[src/rtl/rstseq_pkg.sv]
// rstseq_pkg -- shared types and constants for the reset sequencer.
//   state_e   : FSM state encodings (exported on the 3-bit state port)
//   CNT_W     : width of the per-state cycle counter
//   LOSS_W    : width of the saturating lock-loss counter
//   sat_inc() : saturating increment for the state counter
package rstseq_pkg;

  localparam int unsigned CNT_W  = 16;
  localparam int unsigned LOSS_W = 8;

  localparam logic [CNT_W-1:0]  CNT_MAX  = '1;
  localparam logic [LOSS_W-1:0] LOSS_MAX = '1;

  typedef enum logic [2:0] {
    ST_HOLD   = 3'd0,
    ST_STABLE = 3'd1,
    ST_WAKE   = 3'd2,
    ST_INIT   = 3'd3,
    ST_RUN    = 3'd4
  } state_e;

  function automatic logic [CNT_W-1:0] sat_inc(input logic [CNT_W-1:0] v);
    return (v == CNT_MAX) ? v : v + CNT_W'(1);
  endfunction

endpackage

[src/rtl/rstseq_sync.sv]
// rstseq_sync -- two-flop single-bit synchronizer.
//   sys_clk : sampling clock
//   sys_rst : synchronous active-high reset, clears both flops
//   d_in    : asynchronous input
//   q_out   : synchronized output, two cycles of latency
module rstseq_sync (
  input  logic sys_clk,
  input  logic sys_rst,
  input  logic d_in,
  output logic q_out
);

  logic meta_q;
  logic sync_q;

  always_ff @(posedge sys_clk) begin
    if (sys_rst) begin
      meta_q <= 1'b0;
      sync_q <= 1'b0;
    end else begin
      meta_q <= d_in;
      sync_q <= meta_q;
    end
  end

  assign q_out = sync_q;

endmodule

[src/rtl/rstseq.sv]
// rstseq -- power-up / soft reset sequencer for flash, DDR PHY, memory
// controller and CPU.
//   sys_clk        in   sole clock
//   sys_rst        in   synchronous active-high reset
//   pll_locked     in   PLL lock, asynchronous (synchronized internally)
//   trigger_reset  in   soft-reset request
//   ddr_init_done  in   DDR init engine complete
//   norflash_rst_n out  flash reset, active-low
//   phy_rst        out  DDR PHY reset
//   ctl_rst        out  memory controller reset
//   cpu_rst        out  CPU/bus reset
//   ready          out  high only in RUN
//   init_timeout   out  sticky: DDR init timed out at least once
//   lock_lost      out  sticky: lock dropped after release began
//   lock_loss_cnt  out  saturating count of lock-loss events
//   state          out  current state encoding
//
// state  | meaning
// HOLD   | all resets asserted, flash held low for FLASH_RST_CYCLES minimum
// STABLE | resets still asserted, waiting for LOCK_STABLE_CYCLES of lock
// WAKE   | flash and PHY released, waiting FLASH_WAKE_CYCLES
// INIT   | controller released, waiting for ddr_init_done (bounded)
// RUN    | everything released, ready
module rstseq
  import rstseq_pkg::*;
#(
  parameter int unsigned FLASH_RST_CYCLES   = 16,
  parameter int unsigned LOCK_STABLE_CYCLES = 1024,
  parameter int unsigned FLASH_WAKE_CYCLES  = 16,
  parameter int unsigned INIT_TIMEOUT       = 65535
) (
  input  logic              sys_clk,
  input  logic              sys_rst,
  input  logic              pll_locked,
  input  logic              trigger_reset,
  input  logic              ddr_init_done,
  output logic              norflash_rst_n,
  output logic              phy_rst,
  output logic              ctl_rst,
  output logic              cpu_rst,
  output logic              ready,
  output logic              init_timeout,
  output logic              lock_lost,
  output logic [LOSS_W-1:0] lock_loss_cnt,
  output logic [2:0]        state
);

  localparam logic [CNT_W-1:0] FRC_TC = CNT_W'(FLASH_RST_CYCLES - 1);
  localparam logic [CNT_W-1:0] LSC_TC = CNT_W'(LOCK_STABLE_CYCLES - 1);
  localparam logic [CNT_W-1:0] FWC_TC = CNT_W'(FLASH_WAKE_CYCLES - 1);
  localparam logic [CNT_W-1:0] ITO_TC = CNT_W'(INIT_TIMEOUT - 1);

  logic lock_s;

  rstseq_sync u_lock_sync (
    .sys_clk (sys_clk),
    .sys_rst (sys_rst),
    .d_in    (pll_locked),
    .q_out   (lock_s)
  );

  state_e            state_q, state_d;
  logic [CNT_W-1:0]  cnt_q, cnt_d;
  logic              tmo_q, tmo_d;
  logic              lost_q, lost_d;
  logic [LOSS_W-1:0] loss_cnt_q, loss_cnt_d;
  logic              nf_q, nf_d;
  logic              phy_q, phy_d;
  logic              ctl_q, ctl_d;
  logic              cpu_q, cpu_d;
  logic              ready_q, ready_d;

  logic lock_loss;
  logic restart;

  // Losing lock only counts as an event once something has been released;
  // a drop during STABLE just restarts the qualification window.
  assign lock_loss = !lock_s && (state_q inside {ST_WAKE, ST_INIT, ST_RUN});

  always_comb begin
    state_d    = state_q;
    tmo_d      = tmo_q;
    lost_d     = lost_q;
    loss_cnt_d = loss_cnt_q;
    restart    = 1'b0;

    if (lock_loss) begin
      state_d = ST_HOLD;
      lost_d  = 1'b1;
      if (loss_cnt_q != LOSS_MAX) loss_cnt_d = loss_cnt_q + LOSS_W'(1);
    end else if (state_q == ST_STABLE && !lock_s) begin
      state_d = ST_HOLD;
    end else if (trigger_reset) begin
      state_d = ST_HOLD;
      restart = 1'b1;
    end else begin
      unique case (state_q)
        ST_HOLD:   if (cnt_q >= FRC_TC && lock_s) state_d = ST_STABLE;
        ST_STABLE: if (cnt_q == LSC_TC) state_d = ST_WAKE;
        ST_WAKE:   if (cnt_q == FWC_TC) state_d = ST_INIT;
        ST_INIT: begin
          if (ddr_init_done) begin
            state_d = ST_RUN;
          end else if (cnt_q == ITO_TC) begin
            state_d = ST_HOLD;
            tmo_d   = 1'b1;
          end
        end
        ST_RUN:    state_d = ST_RUN;
        default:   state_d = ST_HOLD;
      endcase
    end

    // A trigger while already in HOLD stays in HOLD but still restarts
    // the minimum flash-low window.
    if (restart || state_d != state_q) cnt_d = '0;
    else                               cnt_d = sat_inc(cnt_q);

    // Outputs decode the next state so they register together with it.
    nf_d    = state_d inside {ST_WAKE, ST_INIT, ST_RUN};
    phy_d   = !(state_d inside {ST_WAKE, ST_INIT, ST_RUN});
    ctl_d   = !(state_d inside {ST_INIT, ST_RUN});
    cpu_d   = (state_d != ST_RUN);
    ready_d = (state_d == ST_RUN);
  end

  always_ff @(posedge sys_clk) begin
    if (sys_rst) begin
      state_q    <= ST_HOLD;
      cnt_q      <= '0;
      tmo_q      <= 1'b0;
      lost_q     <= 1'b0;
      loss_cnt_q <= '0;
      nf_q       <= 1'b0;
      phy_q      <= 1'b1;
      ctl_q      <= 1'b1;
      cpu_q      <= 1'b1;
      ready_q    <= 1'b0;
    end else begin
      state_q    <= state_d;
      cnt_q      <= cnt_d;
      tmo_q      <= tmo_d;
      lost_q     <= lost_d;
      loss_cnt_q <= loss_cnt_d;
      nf_q       <= nf_d;
      phy_q      <= phy_d;
      ctl_q      <= ctl_d;
      cpu_q      <= cpu_d;
      ready_q    <= ready_d;
    end
  end

  assign norflash_rst_n = nf_q;
  assign phy_rst        = phy_q;
  assign ctl_rst        = ctl_q;
  assign cpu_rst        = cpu_q;
  assign ready          = ready_q;
  assign init_timeout   = tmo_q;
  assign lock_lost      = lost_q;
  assign lock_loss_cnt  = loss_cnt_q;
  assign state          = state_q;

endmodule

[config.mk]
export PLATFORM = sky130hd
export DESIGN_NAME = rstseq
export DESIGN_NICKNAME = d
export VERILOG_FILES = /design/src/rtl/rstseq_pkg.sv /design/src/rtl/rstseq_sync.sv /design/src/rtl/rstseq.sv
export SDC_FILE = /design/constraint.sdc
export NUM_CORES = 1
export LEC_CHECK = 0
export BUFFER_PORTS_ARGS = -buffer_cell sky130_fd_sc_hd__buf_2
export CORE_MARGIN = 2
export CORE_UTILIZATION = 51
export DETAILED_ROUTE_END_ITERATION = 16
export MAX_ROUTING_LAYER = met4
export PLACE_DENSITY = 0.77
export SETUP_SLACK_MARGIN = 0.5
export SYNTH_ARGS = -nofsm -noshare
export SYNTH_HDL_FRONTEND = slang
export SYNTH_HIERARCHICAL = 1
export SYNTH_SLANG_ARGS = --single-unit
[constraint.sdc]
create_clock -name sys_clk -period 1.9 [get_ports sys_clk]
set_clock_uncertainty 0.15 [all_clocks]
set_input_delay 0.095 -clock sys_clk [delete_from_list [all_inputs] [get_ports sys_clk]]
set_output_delay 0.095 -clock sys_clk [all_outputs]
set_load 0.01 [all_outputs]
==> results of run 1 <==
==> what timing repair did <==
| item | in CTS | in global routing |
|---|---|---|
| pin swaps | 9 | 8 |
| hold endpoints to repair | 13 | 0 |
| hold buffers | 4 | 0 |
| cloned | 1 | 0 |
| setup endpoints to repair | 33 | 34 |
| gates resized for setup | 16 | 31 |
| setup buffers | 8 | 9 |
==> worst min-delay path by stage <==
stage | start | endpoint | slack, ns | cells after the start
3_3_place_gp | pll_locked | u_lock_sync/meta_q | 0.16 | 2
2_1_floorplan | sys_rst | state[0] | 0.009 | 1
4_1_cts | ddr_init_done | ready | 0.09 | 4
5_1_grt | trigger_reset | init_timeout | 0.12 | 4
3_5_place_dp | pll_locked | u_lock_sync/meta_q | 0.17 | 2
6_report | trigger_reset | init_timeout | 0.09 | 4
==> synthesized netlist by cell type, types with 2 or more instances <==
cell type,instances
dfxtp_1,36
nor2_1,23
xor2_1,15
nand2_1,14
nor2_2,10
nand4_1,9
and3_1,8
inv_1,7
nand3_1,6
nor3_1,5
a21oi_1,4
nor2b_1,4
o21ai_0,4
ha_1,3
nor3b_1,3
nor4_1,3
xnor2_1,3
a211o_1,2
a211oi_1,2
a211oi_2,2
and2_1,2
buf_2,2
clkbuf_1,2
mux2i_1,2
nand3b_1,2
==> tightest hold or removal path: cells and delay by family <==
kind / cells / cell delay, ns
simple gates: 2 / 0.12
buf+inv: 1 / 0.16
compound gates: 1 / 0.18
==> routing by layer <==
layer	vias to the layer above	global-route usage [%]	routed length, µm
met5	-	-	0
met4	0	19.45	235
met3	26	5.590	351
met2	109	45.24	3152
met1	890	29.19	2324
li1	841	-	-
==> per-stage QoR <==
| stage | hold WS (ns) | setup TNS [ns] | std cells | power, µW | worst slack (ns) |
|---|---|---|---|---|---|
| after floorplan | 0.009197 | -0.7770 | 189 | 810.6 | -0.07936 |
| after global placement | 0.1617 | -1.260 | 292 | 834.0 | -0.09704 |
| after detailed placement | 0.1724 | -1.982 | 292 | 837.4 | -0.1430 |
| after CTS | 0.08929 | -1.893 | 313 | 1274 | -0.1279 |
| after global routing | 0.1224 | -7.351 | 322 | 1329 | -0.4435 |
| final | 0.08595 | -4.181 | 322 | 1297 | -0.2624 |
==> cell type report <==
class                      count  area (µm²)  share of cell area, %
clock inverter                 2       10.01                 0.3635
timing repair buffer          84       669.4                  24.31
inverter                       7       26.28                 0.9541
sequential                    36       749.5                  27.21
clock buffer                   6       51.30                  1.863
multi-input combinational    141        1190                  43.21
tap                           46       57.56                  2.090
==> power by group <==
group | leakage, µW | switching (µW) | total, µW | internal, µW
sequential | 0.000299 | 4.80 | 758 | 753
clock | 0.0000380 | 263 | 439 | 176
combinational | 0.000820 | 48.6 | 99.8 | 51.2
total | 0.00116 | 317 | 1300 | 980
==> cell families after synthesis <==
family,count (synthesis),share of synthesized area (%)
buffers and inverters,12,3.431
adders and majority gates,3,2.190
DFF,36,42.04
muxes,2,1.168
AOI/OAI and AO/OA,23,11.10
and+or+nand+nor,95,30.87
xor gates and xnor gates,18,9.198
==> impl_summary.log, run 1 <==
[metrics] result of the run: complete, but fails checks
[metrics] violations in the final reports: negative setup slack
[metrics] count of antenna-violating nets left after detailed routing: 0
[metrics] max_slew headroom: 64.17%
[metrics] starting DRC count in detailed routing: 165
[metrics] clock input transition at the sequential cells of the worst setup and hold paths: approximately 0.11 ns
[metrics] mean area per synthesized cell: around 9 µm²
[metrics] x dimension of the die: about 62 µm
[metrics] kind of start point of the critical path: flop
[metrics] Post-synth top flop: dfxtp_1
[metrics] row count: 21
[metrics] share of the clock period used by the worst path: 113.8%
[metrics] Power Dens Cells: 470.8 nW/µm²
[metrics] largest fanout of any net on the critical path: 7
[metrics] class of the most critical hold timing path: primary input to flop
[metrics] top library cells by usage in the layout, fill and taps aside: 43 x buf_4, 22 x buf_2, 21 x nor2_1, 21 x dfxtp_1, 14 x xor2_1
[metrics] async set or reset register ratio after synthesis: 0%
[metrics] number of hold violations in the final report: 0
[metrics] leading cell type in the layout, fill and taps excluded: buf_4
[metrics] largest register by flop count: cnt_q
[metrics] endpoint class of the critical path: flop
[metrics] largest net degree at the start of global routing: 13
[metrics] die area: 3841 µm²
[metrics] total leakage power: 0.001158 µW
[metrics] worst reg-to-reg setup slack: -0.26 ns
[metrics] Post-DP HPWL: 3076 µm
[metrics] Maximum Capacitance Violations: 0
[metrics] Final setup viols: 18
[metrics] global routing usage summed across all routing layers: 27.51%
[metrics] number of flops mapped to enable cells by yosys: 0
[metrics] slowest stage delay, CP: 0.37 ns
[metrics] final critical-path required period: between 2 and 2.5 ns
[metrics] Cell Area, Placed: 2267 µm²
[metrics] Yosys top cell by area: dfxtp_1
[metrics] required time reported for the critical path endpoint: 2.00 ns
[metrics] number of flip-flops in the largest register: 16
[metrics] number of DRC violations after detailed routing: 0
[metrics] antenna violations before repair: 0
[metrics] deepest level of the CTS H-tree: 2
[metrics] wire length of the first global-routing pass: 7348 µm
[metrics] via density per instance: 5.795
[metrics] synthesized instance count: around 190
[metrics] Placer Congestion: between 0.8 and 0.9
[metrics] Net count, final: ~280
[metrics] grt ovf: 0
[metrics] effective utilization at floorplan: 52.19%
[metrics] stages on the worst setup path: 9
[metrics] top post-synthesis cells by area: dfxtp_1 42%, xor2_1 7.7%, nor2_1 5.0%
[metrics] post-synthesis cell type count: 41
[metrics] Worst R2R Path Depth: 9
[metrics] data arrival time of the critical path: 2.27 ns
[metrics] clock net sink count: 36
[metrics] cell family contributing the most delay on the critical path: compound AO/OA/AOI/OAI gates
[metrics] fraction of layout instances using a drive strength above 1: 55.07%
[metrics] First-pass DRT Iterations: 6
[metrics] total wire length: 6063 µm
[metrics] TritonCTS Buffers: 5
[metrics] Worst setup endpoint: cnt_q[7]
[metrics] number of filler instances in the final layout: between 150 and 200
[metrics] maximum root-to-sink buffer count: 2
[metrics] CTS tree: yes
[metrics] timing startpoint of the critical path: cnt_q[13]
[metrics] area of the core region: 3284 µm²
[metrics] worst-case vdd ir drop: 372.2 µV
[metrics] crit path cell chain: nor4_4 -> buf_4 -> nand4_1 -> a211oi_1 -> o221ai_2 -> o211ai_4 -> buf_12 -> buf_16 -> nor2_2
[metrics] count of boundary I/O pins: 23
[metrics] insertion delay to the later sink of the worst-skew pair: 0.36 ns
[metrics] Critical path buffers and inverters: 3
[metrics] wire per inst: 18.83 µm
[metrics] Slowest cell on crit path: a211oi_1
[metrics] Yosys reg bits: 36
[metrics] worst reg2reg endpoint: cnt_q[7]
[metrics] final antenna diode count: 0
[metrics] top achievable clock speed: 462.4 MHz
[metrics] worst path setup slack after routing: -0.2624 ns
[metrics] Layout Cell Area excl Fill: 2754 µm²
[metrics] Crit Path Class: flop to flop
[metrics] Seq/Total Area, Yosys: 42.04%
[metrics] via count of the routed design: ~1900
[metrics] vertical die dimension: 61.98 µm
[metrics] via count of the first global-routing pass: 1674
[metrics] Port Buffers: 22
[metrics] root cell of the clock tree: clkbuf_4
[metrics] unrepaired setup endpoints after global routing: true
[metrics] Tightest Pin Transition: 0.5357 ns
[metrics] Syn-to-layout area delta: 60.66%
[metrics] portion of synthesized cell area occupied by the leading cell type: 42.04%
[metrics] Util after Layout: between 80% and 90%
[metrics] netlist area before placement: about 1700 µm²
[metrics] Syn Nets: slightly below 200
[metrics] number of warnings reported in the yosys synthesis log: 6
[metrics] final number of max-transition violations: 0
[metrics] reg-to-reg startpoint: cnt_q[13]
Power figures use the tool's default switching activity.
==> inputs of run 2 (changes only) <==
--- a/config.mk
+++ b/config.mk
@@ -9,10 +9,10 @@
 export CORE_MARGIN = 2
 export CORE_UTILIZATION = 51
 export DETAILED_ROUTE_END_ITERATION = 16
-export MAX_ROUTING_LAYER = met4
 export PLACE_DENSITY = 0.77
 export SETUP_SLACK_MARGIN = 0.5
 export SYNTH_ARGS = -nofsm -noshare
 export SYNTH_HDL_FRONTEND = slang
 export SYNTH_HIERARCHICAL = 1
 export SYNTH_SLANG_ARGS = --single-unit
+export TNS_END_PERCENT = 10
==> impl_summary.log, run 2 (synthesis gave the netlist of run 1 again) <==
[metrics] Syn-to-layout area delta: 47.37%
[metrics] share of the clock period used by the worst path: 112.1% (-1.7 points)
[metrics] Cell Area, Placed: 2262 µm² (-0.22%)
[metrics] area of the core region: 3284 µm² (unchanged)
[metrics] antenna violations before repair: 0 (unchanged)
[metrics] kind of start point of the critical path: flop
[metrics] number of hold violations in the final report: 0 (unchanged)
[metrics] Critical path buffers and inverters: 2 (-1)
[metrics] via count of the routed design: 1624 (-13%)
[metrics] wire length of the first global-routing pass: 6768 µm (-7.9%)
[metrics] root cell of the clock tree: clkbuf_4
[metrics] cell family contributing the most delay on the critical path: compound AO/OA/AOI/OAI gates
[metrics] largest register by flop count: cnt_q
[metrics] worst path setup slack after routing: -0.2295 ns (+0.03288 ns)
[metrics] worst reg-to-reg setup slack: -0.23 ns (+0.03 ns)
[metrics] largest fanout of any net on the critical path: 8 (+1)
[metrics] Hold Worst Slack: 0.09490 ns (+0.008950 ns)
[metrics] slowest stage delay, CP: 0.46 ns (+0.09 ns)
[metrics] power share of the clock group: 38.8% (+4.9 points)
[metrics] worst-case vdd ir drop: 524.2 µV (+41%)
[metrics] starting DRC count in detailed routing: 94 (-43%)
[metrics] Tightest Pin Transition: 0.4985 ns (-0.03724 ns)
[metrics] total net switching power: 300.2 µW (-5.2%)
[metrics] Crit Path Class: flop to flop
[metrics] final total negative setup slack: -3.183 ns (+0.9977 ns)
[metrics] Placer Congestion: 0.8429 (-5.9%)
[metrics] number of DRC violations after detailed routing: 0 (unchanged)
[metrics] power share of the sequential group: 55.5% (-2.9 points)
[metrics] total wire length: 4465 µm (-26%)
[metrics] Post-DP HPWL: 2893 µm (-5.9%)
[metrics] top achievable clock speed: 469.6 MHz (+1.5%)
[metrics] endpoint class of the critical path: flop
[metrics] First-pass DRT Iterations: 4 (-2)
[metrics] final critical-path required period: 2.130 ns (-0.03288 ns)
[metrics] violations in the final reports: negative setup slack
[metrics] count of antenna-violating nets left after detailed routing: 0 (unchanged)
[metrics] stages on the worst setup path: 7 (-2)
[metrics] Net count, final: 273 (-3.5%)
[metrics] crit path cell chain: nor3b_1 -> inv_1 -> a211o_1 -> o221ai_4 -> o211ai_4 -> buf_12 -> a211oi_2
[metrics] count of boundary I/O pins: 23 (unchanged)
[metrics] Maximum Capacitance Violations: 0 (unchanged)
[metrics] clock net sink count: 36 (unchanged)
[metrics] x dimension of the die: 61.98 µm (unchanged)
[metrics] final number of max-transition violations: 0 (unchanged)
[metrics] Worst R2R Path Depth: 7 (-2)
[metrics] die area: 3841 µm² (unchanged)
[metrics] proportion of total power due to net switching: 21.85% (-2.6 points)
[metrics] total internal power: 1074 µW (+9.6%)
[metrics] max_slew headroom: 66.70% (+2.5 points)
[metrics] effective utilization at floorplan: 52.19% (unchanged)
[metrics] TritonCTS Buffers: 5 (unchanged)
[metrics] part of the power in combinational logic: 5.6% (-2.1 points)
[metrics] via count of the first global-routing pass: 1543 (-7.8%)
[metrics] result of the run: complete, but fails checks
[metrics] insertion delay to the later sink of the worst-skew pair: 0.35 ns (about the same)
[metrics] top library cells by usage in the layout, fill and taps aside: 48 x buf_4, 24 x dfxtp_1, 22 x buf_2, 20 x nor2_1, 15 x xor2_1
[metrics] unrepaired setup endpoints after global routing: true
[metrics] Final setup viols: 20 (+2)
[metrics] final antenna diode count: 0 (unchanged)
[metrics] largest net degree at the start of global routing: 17 (+4)
[metrics] leading cell type in the layout, fill and taps excluded: buf_4
[metrics] Layout Cell Area excl Fill: 2526 µm² (-8.3%)
[metrics] Slowest cell on crit path: nor3b_1
[metrics] row count: 21 (unchanged)
[metrics] Worst setup endpoint: cnt_q[1]
[metrics] fraction of layout instances using a drive strength above 1: 49.62% (-5.4 points)
[metrics] total leakage power: 0.001069 µW (-7.6%)
[metrics] Port Buffers: 22 (unchanged)
[metrics] CTS tree: yes
[metrics] vertical die dimension: 61.98 µm (unchanged)
[metrics] Power Total: 1374 µW (+6.0%)
[metrics] reg-to-reg startpoint: state[0]
[metrics] via density per instance: 5.205 (-10%)
[metrics] global routing usage summed across all routing layers: 24.56% (-2.9 points)
[metrics] wire per inst: 14.31 µm (-24%)
[metrics] required time reported for the critical path endpoint: 2.01 ns (about the same)
[metrics] data arrival time of the critical path: 2.24 ns (-0.03 ns)
[metrics] pre-CTS WS: -0.2216 ns (-0.07862 ns)
[metrics] grt ovf: 0 (unchanged)
[metrics] deepest level of the CTS H-tree: 2 (unchanged)
[metrics] number of flip-flops in the largest register: 16 (unchanged)
[metrics] class of the most critical hold timing path: primary input to flop
[metrics] clock input transition at the sequential cells of the worst setup and hold paths: 0.10 ns (about the same)
[metrics] maximum root-to-sink buffer count: 2 (unchanged)
[metrics] worst reg2reg endpoint: cnt_q[1]
[metrics] Power Dens Cells: 543.8 nW/µm² (+16%)
[metrics] timing startpoint of the critical path: state[0]
run 2: changes by cell type in the layout (fill, tap and decap cells not counted), moves of 3 or more:
cell and change:
nand2_2 -3, nand2_1 +4, dfxtp_4 -4, dfxtp_1 +3
a211oi_2 +3, buf_4 +5, buf_6 -11
run 2: per-stage QoR:
step	util, %	std cells
2_1_floorplan	-	189
3_3_place_gp	68.88	300
3_5_place_dp	68.88	300
4_1_cts	76.23	312
5_1_grt	76.91	312
6_report	76.91	312
run 2: worst register-to-register path: stages, from the launching register on:
cell	delay, ns
dfxtp_2	0.41
nor3b_1	0.46
inv_1	0.10
a211o_1	0.34
o221ai_4	0.09
o211ai_4	0.15
buf_12	0.17
a211oi_2	0.18
run 2: layout make-up:
cell class                 instances  area [µm²]
multi-input combinational        141        1092
fill                             216       758.2
sequential                        36       735.7
timing repair buffer              74       538.0
tap                               46       57.56
clock buffer                       6       41.29
clock inverter                     2       35.03
inverter                           7       26.28
run 2: routing by layer:
metal  global-route usage [%]  wire length, µm  vias to the layer above
li1                         -                -                      822
met1                    28.59             1986                      752
met2                    41.52             2219                       36
met3                    5.590              138                       14
met4                    13.37              121                        0
met5                        0                0                        -
run 2: worst min-delay path by stage:
stage	startpoint	endpoint	cells after the start
floorplan	sys_rst	state[0]	1
global placement	pll_locked	u_lock_sync/meta_q	2
detailed placement	pll_locked	u_lock_sync/meta_q	2
CTS	ddr_init_done	ready	4
global route	trigger_reset	init_timeout	4
finish	ddr_init_done	ready	4
run 2: power by group through the flow:
stage / Clock, µW / Sequential [µW] / Combinational [µW]
floorplan: 0 / 779 / 32.1
global placement: 0 / 780 / 60.1
detailed placement: 0 / 781 / 60.8
CTS: 541 / 763 / 75.8
global route: 575 / 764 / 82.7
finish: 533 / 763 / 77.3
run 2: timing repair:
item,CTS,global route
hold buffers,2,0
cloned,1,0
buffers inserted,1,0
pin swaps,14,3
endpoints found under the hold margin,2,0
endpoints found under the setup margin,34,34
resized for setup,24,7
==> inputs of run 3 (changes only) <==
--- a/config.mk
+++ b/config.mk
@@ -10,7 +10,7 @@
 export CORE_UTILIZATION = 51
 export DETAILED_ROUTE_END_ITERATION = 16
 export PLACE_DENSITY = 0.77
-export SETUP_SLACK_MARGIN = 0.5
+export SETUP_SLACK_MARGIN = 0.2
 export SYNTH_ARGS = -nofsm -noshare
 export SYNTH_HDL_FRONTEND = slang
 export SYNTH_HIERARCHICAL = 1
==> impl_summary.log, run 3 (synthesis gave the netlist of run 1 again) <==
[metrics] worst reg-to-reg setup slack: -0.21 ns (+0.02 ns)
[metrics] final number of max-transition violations: 0 (unchanged)
[metrics] Placer Congestion: 0.8429 (unchanged)
[metrics] x dimension of the die: 61.98 µm (unchanged)
[metrics] row count: 21 (unchanged)
[metrics] antenna violations before repair: 0 (unchanged)
[metrics] number of hold violations in the final report: 0 (unchanged)
[metrics] TritonCTS Buffers: 5 (unchanged)
[metrics] CTS tree: yes
[metrics] Net count, final: 273 (unchanged)
[metrics] grt ovf: 0 (unchanged)
[metrics] crit path cell chain: nor4_4 -> nor3b_4 -> a31oi_2 -> o311a_1 -> o211ai_4 -> buf_12 -> a211oi_2
[metrics] deepest level of the CTS H-tree: 2 (unchanged)
[metrics] via density per instance: 5.205 (unchanged)
[metrics] largest register by flop count: cnt_q
[metrics] vertical die dimension: 61.98 µm (unchanged)
[metrics] Power Dens Cells: 545.2 nW/µm² (+0.25%)
[metrics] Syn-to-layout area delta: 46.57%
[metrics] number of DRC violations after detailed routing: 0 (unchanged)
[metrics] top library cells by usage in the layout, fill and taps aside: 48 x buf_4, 23 x dfxtp_1, 22 x buf_2, 21 x nor2_1, 15 x xor2_1
[metrics] total leakage power: 0.001071 µW (+0.13%)
[metrics] kind of start point of the critical path: flop
[metrics] Tightest Pin Transition: 0.3950 ns (-0.1035 ns)
[metrics] wire per inst: 13.83 µm (-3.3%)
[metrics] Util after Layout: 76.50% (-0.42 points)
[metrics] final antenna diode count: 0 (unchanged)
[metrics] Hold Worst Slack: 0.08559 ns (-0.009306 ns)
[metrics] worst-case vdd ir drop: 518.5 µV (-1.1%)
[metrics] result of the run: complete, but fails checks
[metrics] power share of the clock group: 38.8% (about the same)
[metrics] top achievable clock speed: 474.2 MHz (+0.99%)
[metrics] violations in the final reports: negative setup slack
[metrics] leading cell type in the layout, fill and taps excluded: buf_4
[metrics] worst path setup slack after routing: -0.2087 ns (+0.02080 ns)
[metrics] endpoint class of the critical path: flop
[metrics] class of the most critical hold timing path: primary input to flop
[metrics] global routing usage summed across all routing layers: 24.52% (-0.043 points)
[metrics] number of flip-flops in the largest register: 16 (unchanged)
[metrics] clock net sink count: 36 (unchanged)
[metrics] reg-to-reg startpoint: cnt_q[11]
[metrics] power share of the sequential group: 55.7% (+0.2 points)
[metrics] largest net degree at the start of global routing: 17 (unchanged)
[metrics] insertion delay to the later sink of the worst-skew pair: 0.35 ns (about the same)
[metrics] effective utilization at floorplan: 52.19% (unchanged)
[metrics] timing startpoint of the critical path: cnt_q[11]
[metrics] final critical-path required period: 2.109 ns (-0.02080 ns)
[metrics] Post-DP HPWL: 2893 µm (unchanged)
[metrics] maximum root-to-sink buffer count: 2 (unchanged)
[metrics] starting DRC count in detailed routing: 79 (-16%)
[metrics] clock input transition at the sequential cells of the worst setup and hold paths: 0.12 ns (+0.02 ns)
[metrics] share of the clock period used by the worst path: 111.0% (-1.1 points)
[metrics] via count of the routed design: 1624 (unchanged)
[metrics] First-pass DRT Iterations: 4 (unchanged)
[metrics] total wire length: 4316 µm (-3.3%)
[metrics] largest fanout of any net on the critical path: 8 (unchanged)
[metrics] count of boundary I/O pins: 23 (unchanged)
[metrics] total net switching power: 297.1 µW (-1.0%)
[metrics] slowest stage delay, CP: 0.36 ns (-0.10 ns)
[metrics] wire length of the first global-routing pass: 6762 µm (about the same)
[metrics] required time reported for the critical path endpoint: 1.97 ns (-0.04 ns)
[metrics] max_slew headroom: 73.61% (+6.9 points)
[metrics] count of antenna-violating nets left after detailed routing: 0 (unchanged)
[metrics] total internal power: 1073 µW (about the same)
[metrics] Slowest cell on crit path: dfxtp_2
[metrics] area of the core region: 3284 µm² (unchanged)
[metrics] Final setup viols: 20 (unchanged)
[metrics] root cell of the clock tree: clkbuf_4
[metrics] fraction of layout instances using a drive strength above 1: 48.50% (-1.1 points)
[metrics] startpoint of the most critical hold path: ddr_init_done
[metrics] Port Buffers: 22 (unchanged)
[metrics] Maximum Capacitance Violations: 0 (unchanged)
[metrics] via count of the first global-routing pass: 1543 (unchanged)
[metrics] data arrival time of the critical path: 2.18 ns (-0.06 ns)
[metrics] Crit Path Class: flop to flop
[metrics] unrepaired setup endpoints after global routing: true
[metrics] part of the power in combinational logic: 5.5% (about the same)
[metrics] die area: 3841 µm² (unchanged)
[metrics] proportion of total power due to net switching: 21.69% (-0.16 points)
-- run 3: cell count changes in the layout (fill, tap and decap cells not counted) --
cell and change:
o21ai_1 -1, nor2_1 +1, ha_1 +1, dfxtp_2 +1
dfxtp_1 -1, o21ai_0 +1, nor2_2 -1, ha_2 -1
nor3_1 +2, nor3_2 -2
-- run 3: worst paths after layout --
path | endpoint | cells after the start
setup / recovery | cnt_q[1] | 7
setup reg to reg | cnt_q[1] | 7
hold / removal | ready | 4
hold reg to reg | u_lock_sync/q_out | 1
-- run 3: layout make-up --
| cell class | instances | area, µm² |
|---|---|---|
| inverter | 7 | 26.28 |
| sequential | 36 | 737.0 |
| multi-input combinational | 141 | 1077 |
| clock inverter | 2 | 35.03 |
| tap | 46 | 57.56 |
| fill | 218 | 772.0 |
| clock buffer | 6 | 41.29 |
| timing repair buffer | 74 | 538.0 |
-- run 3: per-stage QoR --
stage	setup WS, ns	cell area [µm²]	power, µW	std cells	setup TNS, ns
2_1_floorplan	-0.09271	1754	811.2	189	-0.9810
3_3_place_gp	-0.1389	2262	840.3	300	-1.687
3_5_place_dp	-0.2216	2262	841.3	300	-3.233
4_1_cts	-0.1465	2492	1378	312	-1.825
5_1_grt	-0.2619	2512	1419	312	-4.152
6_report	-0.2087	2512	1370	312	-2.886
-- run 3: power by group through the flow --
stage               Sequential, µW  Clock [µW]  Combinational, µW
finish                         763         532               75.0
global route                   764         575               80.6
CTS                            763         541               74.4
detailed placement             781           0               60.8
global placement               780           0               60.1
floorplan                      779           0               32.1
-- run 3: metal layers --
metal	share of wire, %	track usage, %	wire length (µm)	up-vias
met3	3.7	5.590	161	11
met1	44	28.59	1901	759
li1	-	-	-	819
met4	1.8	13.37	78	0
met5	0	0	0	-
met2	50	41.37	2174	35
-- run 3: repair_timing --
item,CTS,global route
hold endpoints to repair,8,0
endpoints found under the setup margin,28,31
gates resized for setup,21,6
gates cloned,1,0
setup buffers,1,0
hold buffers,2,0
pin swaps,12,2
-- run 3: worst max-delay path: cells and delay by family, from the launching register on --
kind | cells | cell delay (ns)
and+or+nand+nor | 2 | 0.60
DFF | 1 | 0.36
AOI/OAI and AO/OA | 4 | 0.69
buffers and inverters | 1 | 0.17
